==> src/rtl/mux_4x1_scan_ctrl_if.sv <==
// ----------------------------------------------------------------------------
// mux_4x1_scan_ctrl_if
//   Bundles the scan request, the mux select/output pair and the result
//   handshake of the 4:1 mux scan sequencer.
//
//   Signals
//     start  request a scan (single-cycle pulse, honoured only when idle)
//     mask   channel enable, bit i = scan channel i
//     f      mux output, combinational from s
//     s      mux select driven by the sequencer
//     busy   sequencer is not idle
//     data   assembled word, data[i] = X[i] seen through the mux
//     valid  result available
//     ready  consumer accepts data when valid & ready at a rising edge
//     par    even parity of data (only with MUX_SCAN_PARITY_EN)
//
//   Modports
//     slave  : the scan sequencer
//     master : the requester / mux / consumer side
//
//   Optional feature macro: MUX_SCAN_PARITY_EN
// ----------------------------------------------------------------------------
interface mux_4x1_scan_ctrl_if;
    logic       start;
    logic [3:0] mask;
    logic       f;
    logic [1:0] s;
    logic       busy;
    logic [3:0] data;
    logic       valid;
    logic       ready;
`ifdef MUX_SCAN_PARITY_EN
    logic       par;
`endif

    modport slave (
        input  start,
        input  mask,
        input  f,
        input  ready,
        output s,
        output busy,
        output data,
`ifdef MUX_SCAN_PARITY_EN
        output par,
`endif
        output valid
    );

    modport master (
        output start,
        output mask,
        output f,
        output ready,
        input  s,
        input  busy,
        input  data,
`ifdef MUX_SCAN_PARITY_EN
        input  par,
`endif
        input  valid
    );
endinterface

==> src/rtl/mux_4x1_scan_ctrl.sv <==
// ----------------------------------------------------------------------------
// mux_4x1_scan_ctrl
//   Sequencer for a 4:1 mux. On an accepted start it walks the select through
//   every enabled channel in ascending order, holding each one for
//   SETTLE_CYC+1 cycles and sampling the mux output on the last of them.
//   The samples form a 4-bit word that is offered on a valid/ready handshake.
//
//   Parameters
//     SETTLE_CYC  extra cycles the select is held before sampling (0..15)
//     IDLE_SEL    select value driven while idle or holding a result
//
//   Ports
//     clk_i    clock, rising edge
//     rst_i    asynchronous active-high reset
//     scan_if  slave side of mux_4x1_scan_ctrl_if (start/mask/f/s/busy/
//              data/valid/ready, plus par when the parity option is built)
//
//   Optional feature macro: MUX_SCAN_PARITY_EN
//     When defined, scan_if.par carries the even parity of data, registered
//     together with data when the result is presented.
// ----------------------------------------------------------------------------
module mux_4x1_scan_ctrl #(
    parameter int unsigned SETTLE_CYC = 1,
    parameter logic [1:0]  IDLE_SEL   = 2'b00
) (
    input  logic               clk_i,
    input  logic               rst_i,
    mux_4x1_scan_ctrl_if.slave scan_if
);

    localparam logic [3:0] CNT_LOAD = 4'(SETTLE_CYC);

    typedef enum logic [1:0] {
        ST_IDLE   = 2'd0,
        ST_SETTLE = 2'd1,
        ST_HOLD   = 2'd2
    } state_t;

    state_t     state_q;
    logic [1:0] s_q;
    logic [3:0] cnt_q;
    logic [3:0] mask_q;
    logic [3:0] data_q;
    logic       valid_q;
    logic       busy_q;
`ifdef MUX_SCAN_PARITY_EN
    logic       par_q;
`endif

    // Lowest set bit of a channel vector; callers only use it on non-zero
    // vectors, so the fall-through value is never relied upon.
    function automatic logic [1:0] lowest_idx(input logic [3:0] m);
        logic [1:0] idx;
        idx = 2'd0;
        for (int i = 3; i >= 0; i--) begin
            if (m[i]) begin
                idx = 2'(i);
            end
        end
        return idx;
    endfunction

    // higher_mask[gi] = enabled channels strictly above channel gi. Indexing
    // it with the current select gives the channels still to be scanned.
    logic [3:0] higher_mask [4];

    for (genvar gi = 0; gi < 4; gi++) begin : g_higher
        for (genvar gj = 0; gj < 4; gj++) begin : g_bit
            if (gj > gi) begin : g_above
                assign higher_mask[gi][gj] = mask_q[gj];
            end else begin : g_not_above
                assign higher_mask[gi][gj] = 1'b0;
            end
        end
    end

    logic [3:0] remain_mask;
    logic [3:0] data_smp;

    assign remain_mask = higher_mask[s_q];

    // Current word with the channel under the select replaced by the mux output.
    always_comb begin
        data_smp       = data_q;
        data_smp[s_q]  = scan_if.f;
    end

    always_ff @(posedge clk_i or posedge rst_i) begin
        if (rst_i) begin
            state_q <= ST_IDLE;
            s_q     <= IDLE_SEL;
            cnt_q   <= 4'd0;
            mask_q  <= 4'd0;
            data_q  <= 4'd0;
            valid_q <= 1'b0;
            busy_q  <= 1'b0;
`ifdef MUX_SCAN_PARITY_EN
            par_q   <= 1'b0;
`endif
        end else begin
            case (state_q)
                ST_IDLE: begin
                    if (scan_if.start) begin
                        mask_q <= scan_if.mask;
                        data_q <= 4'd0;
                        busy_q <= 1'b1;
`ifdef MUX_SCAN_PARITY_EN
                        par_q  <= 1'b0;
`endif
                        if (scan_if.mask != 4'd0) begin
                            state_q <= ST_SETTLE;
                            s_q     <= lowest_idx(scan_if.mask);
                            cnt_q   <= CNT_LOAD;
                        end else begin
                            // Nothing to scan: present an all-zero result at once.
                            state_q <= ST_HOLD;
                            valid_q <= 1'b1;
                        end
                    end
                end

                ST_SETTLE: begin
                    if (cnt_q != 4'd0) begin
                        cnt_q <= cnt_q - 4'd1;
                    end else begin
                        data_q <= data_smp;
                        if (remain_mask != 4'd0) begin
                            s_q   <= lowest_idx(remain_mask);
                            cnt_q <= CNT_LOAD;
                        end else begin
                            state_q <= ST_HOLD;
                            s_q     <= IDLE_SEL;
                            valid_q <= 1'b1;
`ifdef MUX_SCAN_PARITY_EN
                            par_q   <= ^data_smp;
`endif
                        end
                    end
                end

                ST_HOLD: begin
                    // valid_q is always set in this state, so ready alone
                    // completes the handshake. Data is left untouched.
                    if (scan_if.ready) begin
                        state_q <= ST_IDLE;
                        valid_q <= 1'b0;
                        busy_q  <= 1'b0;
                    end
                end

                default: begin
                    state_q <= ST_IDLE;
                    s_q     <= IDLE_SEL;
                    valid_q <= 1'b0;
                    busy_q  <= 1'b0;
                end
            endcase
        end
    end

    assign scan_if.s     = s_q;
    assign scan_if.busy  = busy_q;
    assign scan_if.data  = data_q;
    assign scan_if.valid = valid_q;
`ifdef MUX_SCAN_PARITY_EN
    assign scan_if.par   = par_q;
`endif

endmodule

==> src/flat_wrapper.sv <==
// flat-port wrapper written by rule: the top's interface ports become plain ports
module mux_4x1_scan_ctrl_flat 
#(
    parameter int unsigned SETTLE_CYC = 1,
    parameter logic [1:0]  IDLE_SEL   = 2'b00
)
  (clk_i, rst_i, scan_if_start, scan_if_mask, scan_if_f, scan_if_ready, scan_if_s, scan_if_busy, scan_if_data, scan_if_valid);
  mux_4x1_scan_ctrl_if scan_if_i ();
  input  logic clk_i;
  input  logic rst_i;
  input wire logic [$bits(scan_if_i.start)-1:0] scan_if_start;
  input wire logic [$bits(scan_if_i.mask)-1:0] scan_if_mask;
  input wire logic [$bits(scan_if_i.f)-1:0] scan_if_f;
  input wire logic [$bits(scan_if_i.ready)-1:0] scan_if_ready;
  output wire logic [$bits(scan_if_i.s)-1:0] scan_if_s;
  output wire logic [$bits(scan_if_i.busy)-1:0] scan_if_busy;
  output wire logic [$bits(scan_if_i.data)-1:0] scan_if_data;
  output wire logic [$bits(scan_if_i.valid)-1:0] scan_if_valid;
  assign scan_if_i.start = scan_if_start;
  assign scan_if_i.mask = scan_if_mask;
  assign scan_if_i.f = scan_if_f;
  assign scan_if_i.ready = scan_if_ready;
  assign scan_if_s = scan_if_i.s;
  assign scan_if_busy = scan_if_i.busy;
  assign scan_if_data = scan_if_i.data;
  assign scan_if_valid = scan_if_i.valid;
  mux_4x1_scan_ctrl #(.SETTLE_CYC(SETTLE_CYC), .IDLE_SEL(IDLE_SEL)) u_core (.clk_i(clk_i), .rst_i(rst_i), .scan_if(scan_if_i));
endmodule
==> config.mk <==
export PLATFORM = sky130hd
export DESIGN_NAME = mux_4x1_scan_ctrl_flat
export DESIGN_NICKNAME = d
export VERILOG_FILES = /design/src/rtl/mux_4x1_scan_ctrl_if.sv /design/src/rtl/mux_4x1_scan_ctrl.sv /design/src/flat_wrapper.sv
export SDC_FILE = /design/constraint.sdc
export NUM_CORES = 1
export LEC_CHECK = 0
export CORE_MARGIN = 2
export CORE_UTILIZATION = 35
export CTS_CLUSTER_DIAMETER = 120
export CTS_CLUSTER_SIZE = 24
export DETAILED_ROUTE_END_ITERATION = 6
export GPL_TIMING_DRIVEN = 0
export PLACE_DENSITY = 0.63
export SLEW_MARGIN = 30
export SYNTH_ARGS = -nofsm -noshare
export SYNTH_HDL_FRONTEND = slang
export SYNTH_SLANG_ARGS = --single-unit
export TNS_END_PERCENT = 20
==> constraint.sdc <==
create_clock -name clk_i -period 4.6 [get_ports clk_i]
set_input_delay 1.38 -clock clk_i [delete_from_list [all_inputs] [get_ports clk_i]]
set_output_delay 1.38 -clock clk_i [all_outputs]
set_load 0.03 [all_outputs]
Yosys cells after proc, flatten, opt, wreduce, memory -nomap -nowiden
Cells that the tools add are included.
- add/sub/neg operators: 1
- multipliers: 0
- divide/modulo/power cells: 0
- order comparisons: 3
- equal/unequal tests: 9
- shifts and indexed selects: 0
- multiplexer cells: 41
- bitwise logic cells: 3
- reduce and logical (&&, ||, !) cells: 13
- operators by type and width (operator ; number):
    2-bit two-way mux ; 17
    4-bit two-way mux ; 8
    4-bit case mux with 2 select lines ; 2
    2-bit case mux with 3 select lines ; 2
    4-bit AND reduction ; 3
    4-bit nonzero test ; 3
    2-bit inequality test (second input constant) ; 5
    4-bit binary-select mux with 2-bit select ; 1
    1-bit two-way mux ; 7
    1-bit case mux with 3 select lines ; 2
    3-bit AND reduction ; 2
    5-bit AND reduction ; 1
    4-bit bitwise mux ; 1
    4-bit by 1-bit subtractor with 4-bit output (second input constant) ; 1
    3-bit >= comparator (second input constant) ; 1
    2-bit by 3-bit < comparator with 1-bit output (second input constant) ; 1
    3-bit by 1-bit inequality test with 1-bit output (second input constant) ; 1
    2-bit NOT with 3-bit output ; 1
    1-bit demux with 2-bit select ; 1
    2-bit by 1-bit equality test with 1-bit output (second input constant) ; 1
    2-bit equality test (second input constant) ; 1
    2-bit by 1-bit >= comparator with 1-bit output (second input constant) ; 1
    2-bit zero test ; 1
    2-bit by 1-bit inequality test with 1-bit output (second input constant) ; 1
    other kinds (4) ; 5
- bits in registers: 18
- bits in latches: 0
- bits in writable memories: 0
- memory bits (read-only): 0
- input bits: 9
- logic and storage cells: 77
- memories: 0

Longest topological paths before layout
Gate-level depths: netlist of the first run.
- depth in word-level cells: 11
- depth in mapped cells: 7
- depth with buffers taken out: 7

Worst setup path before layout of the first run
OpenSTA, ideal clock, no wires.
- kind: input-to-reg
- from: in scan_if_start
- to: reg u_core.s_q[0], in the netlist u_core.scan_if.s[0]
- library setup time: 0.125 ns
- data arrival time: 2.252 ns
- data required time: 4.475 ns
- setup slack: 2.224 ns
- stages on the path: 5
- cell sequence: nor2b_4 > and2b_1 > nand2_1 > nand2_1 > mux2_2
- word-level cells in the longest chain between the ends: 2
- RTL lines (item ; line ; text):
    start: declaration ; flat_wrapper.sv:11 ; input wire logic [$bits(scan_if_i.start)-1:0] scan_if_start;
    2-bit inequality test (no line) ; -- ;
    4-bit AND reduction (no line) ; -- ;
    end signal: assignment ; mux_4x1_scan_ctrl.sv:112 ; s_q <= lowest_idx(scan_if.mask);
    end signal: assignment ; mux_4x1_scan_ctrl.sv:128 ; s_q <= lowest_idx(remain_mask);
    end: declaration ; mux_4x1_scan_ctrl.sv:40 ; logic [1:0] s_q;
No other way between the ends.
A chain may end at the register's enable or synchronous reset.

Final worst setup path of the first run
- from: reg u_core.valid_q, in the netlist u_core.scan_if.valid
- to: out scan_if_valid
- RTL lines (item ; line ; text):
    start: declaration ; mux_4x1_scan_ctrl.sv:44 ; logic valid_q;
    start signal: assignment ; mux_4x1_scan_ctrl.sv:95 ; valid_q <= 1'b0;
    start signal: assignment ; mux_4x1_scan_ctrl.sv:117 ; valid_q <= 1'b1;
    start signal: assignment ; mux_4x1_scan_ctrl.sv:133 ; valid_q <= 1'b1;
    end: declaration ; flat_wrapper.sv:18 ; output wire logic [$bits(scan_if_i.valid)-1:0] scan_if_valid;
No word-level cell between the ends.

==> results of run 1 <==
==> sequential cells by signal (all words and copies together), names as in the netlist <==
signal and count:
u_core.scan_if.data 4, u_core.mask_q 3, u_core.state_q 2, u_core.cnt_q 4
u_core.scan_if.valid 1, u_core.scan_if.busy 1, u_core.scan_if.s 2
==> per-stage QoR <==
stage	setup slack, ns	utilization	total power [mW]	hold WS (ns)
finish	1.86	0.448	0.849	0.502
global placement	1.56	0.438	0.764	0.478
CTS	1.86	0.448	0.858	0.504
global route	1.80	0.448	0.931	0.541
detailed placement	1.58	0.438	0.775	0.480
floorplan	2.22	-	0.632	0.473
==> placed cells by master (no fill, tap or decap), types with 3 or more instances in the layout <==
cell type        count
clkbuf_1             3
a21oi_1              4
nor2_1              11
inv_1                8
o21ai_0              9
clkbuf_4             3
nand2_1             10
dfrtp_1             17
clkdlybuf4s50_1     16
nand2b_1             4
==> power by group through the flow <==
stage | sequential (mW) | combinational (mW) | clock [mW]
2_1_floorplan | 0.313 | 0.319 | 0
3_3_place_gp | 0.259 | 0.505 | 0
3_5_place_dp | 0.262 | 0.513 | 0
4_1_cts | 0.258 | 0.514 | 0.0852
5_1_grt | 0.266 | 0.570 | 0.0949
6_report | 0.258 | 0.509 | 0.0820
==> worst register-to-register path, delay by kind of cell (launching register included) <==
family | cells | cell delay, ns
buf+inv | 1 | 0.10
fa+ha+maj | 1 | 0.17
compound gates | 2 | 0.36
flops | 1 | 0.40
simple gates | 3 | 0.71
==> worst min-delay path by stage <==
stage / start / to / cells after the start
after floorplan: u_core.mask_q[2] / u_core.mask_q[2] / 2
after global placement: u_core.scan_if.data[3] / u_core.scan_if.data[3] / 1
after detailed placement: u_core.scan_if.data[3] / u_core.scan_if.data[3] / 1
after CTS: u_core.scan_if.data[3] / u_core.scan_if.data[3] / 1
after global routing: u_core.scan_if.data[3] / u_core.scan_if.data[3] / 1
final: u_core.scan_if.data[3] / u_core.scan_if.data[3] / 1
==> metal layers <==
metal / routed length (um) / global-route usage
met5: 0 / 0
met4: 10 / 0.0299
met3: 117 / 0.0499
met2: 976 / 0.248
met1: 1000 / 0.198
==> final cells by class <==
| class | instances | area (um^2) |
|---|---|---|
| Timing Repair Buffer | 16 | 160 |
| Fill cell | 272 | 1510 |
| Multi-Input combinational cell | 77 | 514 |
| Tap cell | 31 | 38.8 |
| Sequential cell | 17 | 425 |
| Inverter | 8 | 30.0 |
| Buffer | 5 | 28.8 |
| Clock buffer | 4 | 26.3 |
==> logic make-up (layout without fill, tap and decap cells) <==
family,Yosys count,count (layout),synth area share
buf+inv,13,33,0.0589
simple gates,41,41,0.248
mux,3,3,0.0313
compound gates,31,31,0.211
flops,17,17,0.426
fa+ha+maj,2,2,0.0251
==> metrics, run 1 <==
Die Footprint=3300 um^2; Synth area leader=dfrtp_1; Critical Path AT=1.36 ns; vias in the first global route=845; Fmax=0.365 GHz; # Max-Cap Violations=0; Longest Clk Path Bufs=2; maximum net fanout on the critical path=3; post-route ant nets=0; Pre-Repair DR Iteration Count=4; initial antenna violation count=0; Top FF cell, synth=dfrtp_1; # setup viols final=0; Worst Setup Start Kind=register; NetSw=0.383 mW; min cycle time layout=2.74 ns; crit-path cells=clkdlybuf4s50_1; layout cells sized above 1=0.134; CP max-delay cell=clkdlybuf4s50_1; hpwl dp=1620 um; reg-to-reg startpoint=u_core.cnt_q[0]; WL/cell=13.3 um; clock transition at the registers of the reported paths=0.10 ns; Routed WL=2110 um; PwrDens=694 nW/um^2; via count=845; top cell type's share of synthesized area=0.426; period utilization=0.595; Ports=17; DRC=0; switch share=0.452; Comb power frac=0.600; worst min-delay path class=register to register; Post-Syn Area=998 um^2; critical path class=register to output port; CTS tree=built; worst setup path end=scan_if_valid; Starting DRT DRC Count=27; fin area=1220 um^2; synthesized area per cell=9.33 um^2; Slew @ Worst Pin=0.646 ns; Bufs and invs on worst path=1; worst r2r path cells=7; post-CTS sizing=0; status=complete, no violations; final hold violations=0; CTS root buf=clkbuf_4; Seq/Total Area, Yosys=0.426; post-synthesis net count=118; Final nets=139; Cell variety after synth=40; Seq cells post-synth=17; via-per-instance ratio=5.35; Clock Latency Late Sink=0.29 ns; Levels on crit path=1; Internal=0.466 mW; total gr overflow=0; Ys Warns=0; global-route wire length before repair=3860 um; RSZ-0062 raised after global routing=no; RD Place Congestion=0.855; post-placement cell count=154; Inserted Clock Buffers=3; part of the power in registers=0.304; most numerous cell in the Yosys netlist=dfrtp_1; IO Port Bufs=16; Post-DP Area=1200 um^2; htree depth=1; largest net degree at the start of global routing=18; Post-Layout Cell Count=158; Layout area overhead=22.6%; Commonest cells post-synth=dfrtp_1, nor2_1, nand2_1; critical path's top delay family=buffers and inverters; n_diodes=0; Post-synth EDFFs=0; largest cells by area after synthesis=dfrtp_1, o21ai_0, nor2_1; crit path from=u_core.scan_if.valid; postcts setup bufs=0; CTS sink cnt=17; Clk pwr share=0.097; fraction of registers with async set/reset=1.00; reg2reg end=u_core.scan_if.data[1]; Total GRT Usage=0.152; Starting Density=0.365; slew margin rel.=0.569; worst clock skew=0.00404 ns; DIE WIDTH=57.4 um; Critical Path End Type=output port; slowest cell delay on critical path=0.68 ns; CTS Hold Bufs=0; Max rail drop VDD=447 uV; Crit path required time=3.22 ns; die height=57.4 um; Rows=19; Setup Total Neg Slack=0 ns; LEAKAGE=0.514 nW; Post-Syn Instances=107; Core ar.=2730 um^2; Final Max Slew Viols=0; reg2reg setup slack=2.75 ns
(Power assumes the default switching activity.)
==> run 2, diff against run 1 <==
==> constraint.sdc (replaced) <==
create_clock -name clk_i -period 2.7 [get_ports clk_i]
set_input_delay 0.81 -clock clk_i [delete_from_list [all_inputs] [get_ports clk_i]]
set_output_delay 0.81 -clock clk_i [all_outputs]
set_load 0.03 [all_outputs]
==> results of run 2 <==
The final DEF is identical to that of run 1. Status: complete, no violations.
Main changes from that run: setup slack after placement 1.58 ns -> 0.246 ns; setup slack after layout 1.86 ns -> 0.532 ns; register-to-register setup slack 2.75 ns -> 0.85 ns; total power 0.849 mW -> 1.45 mW; worst IR drop on VDD 447 uV -> 762 uV
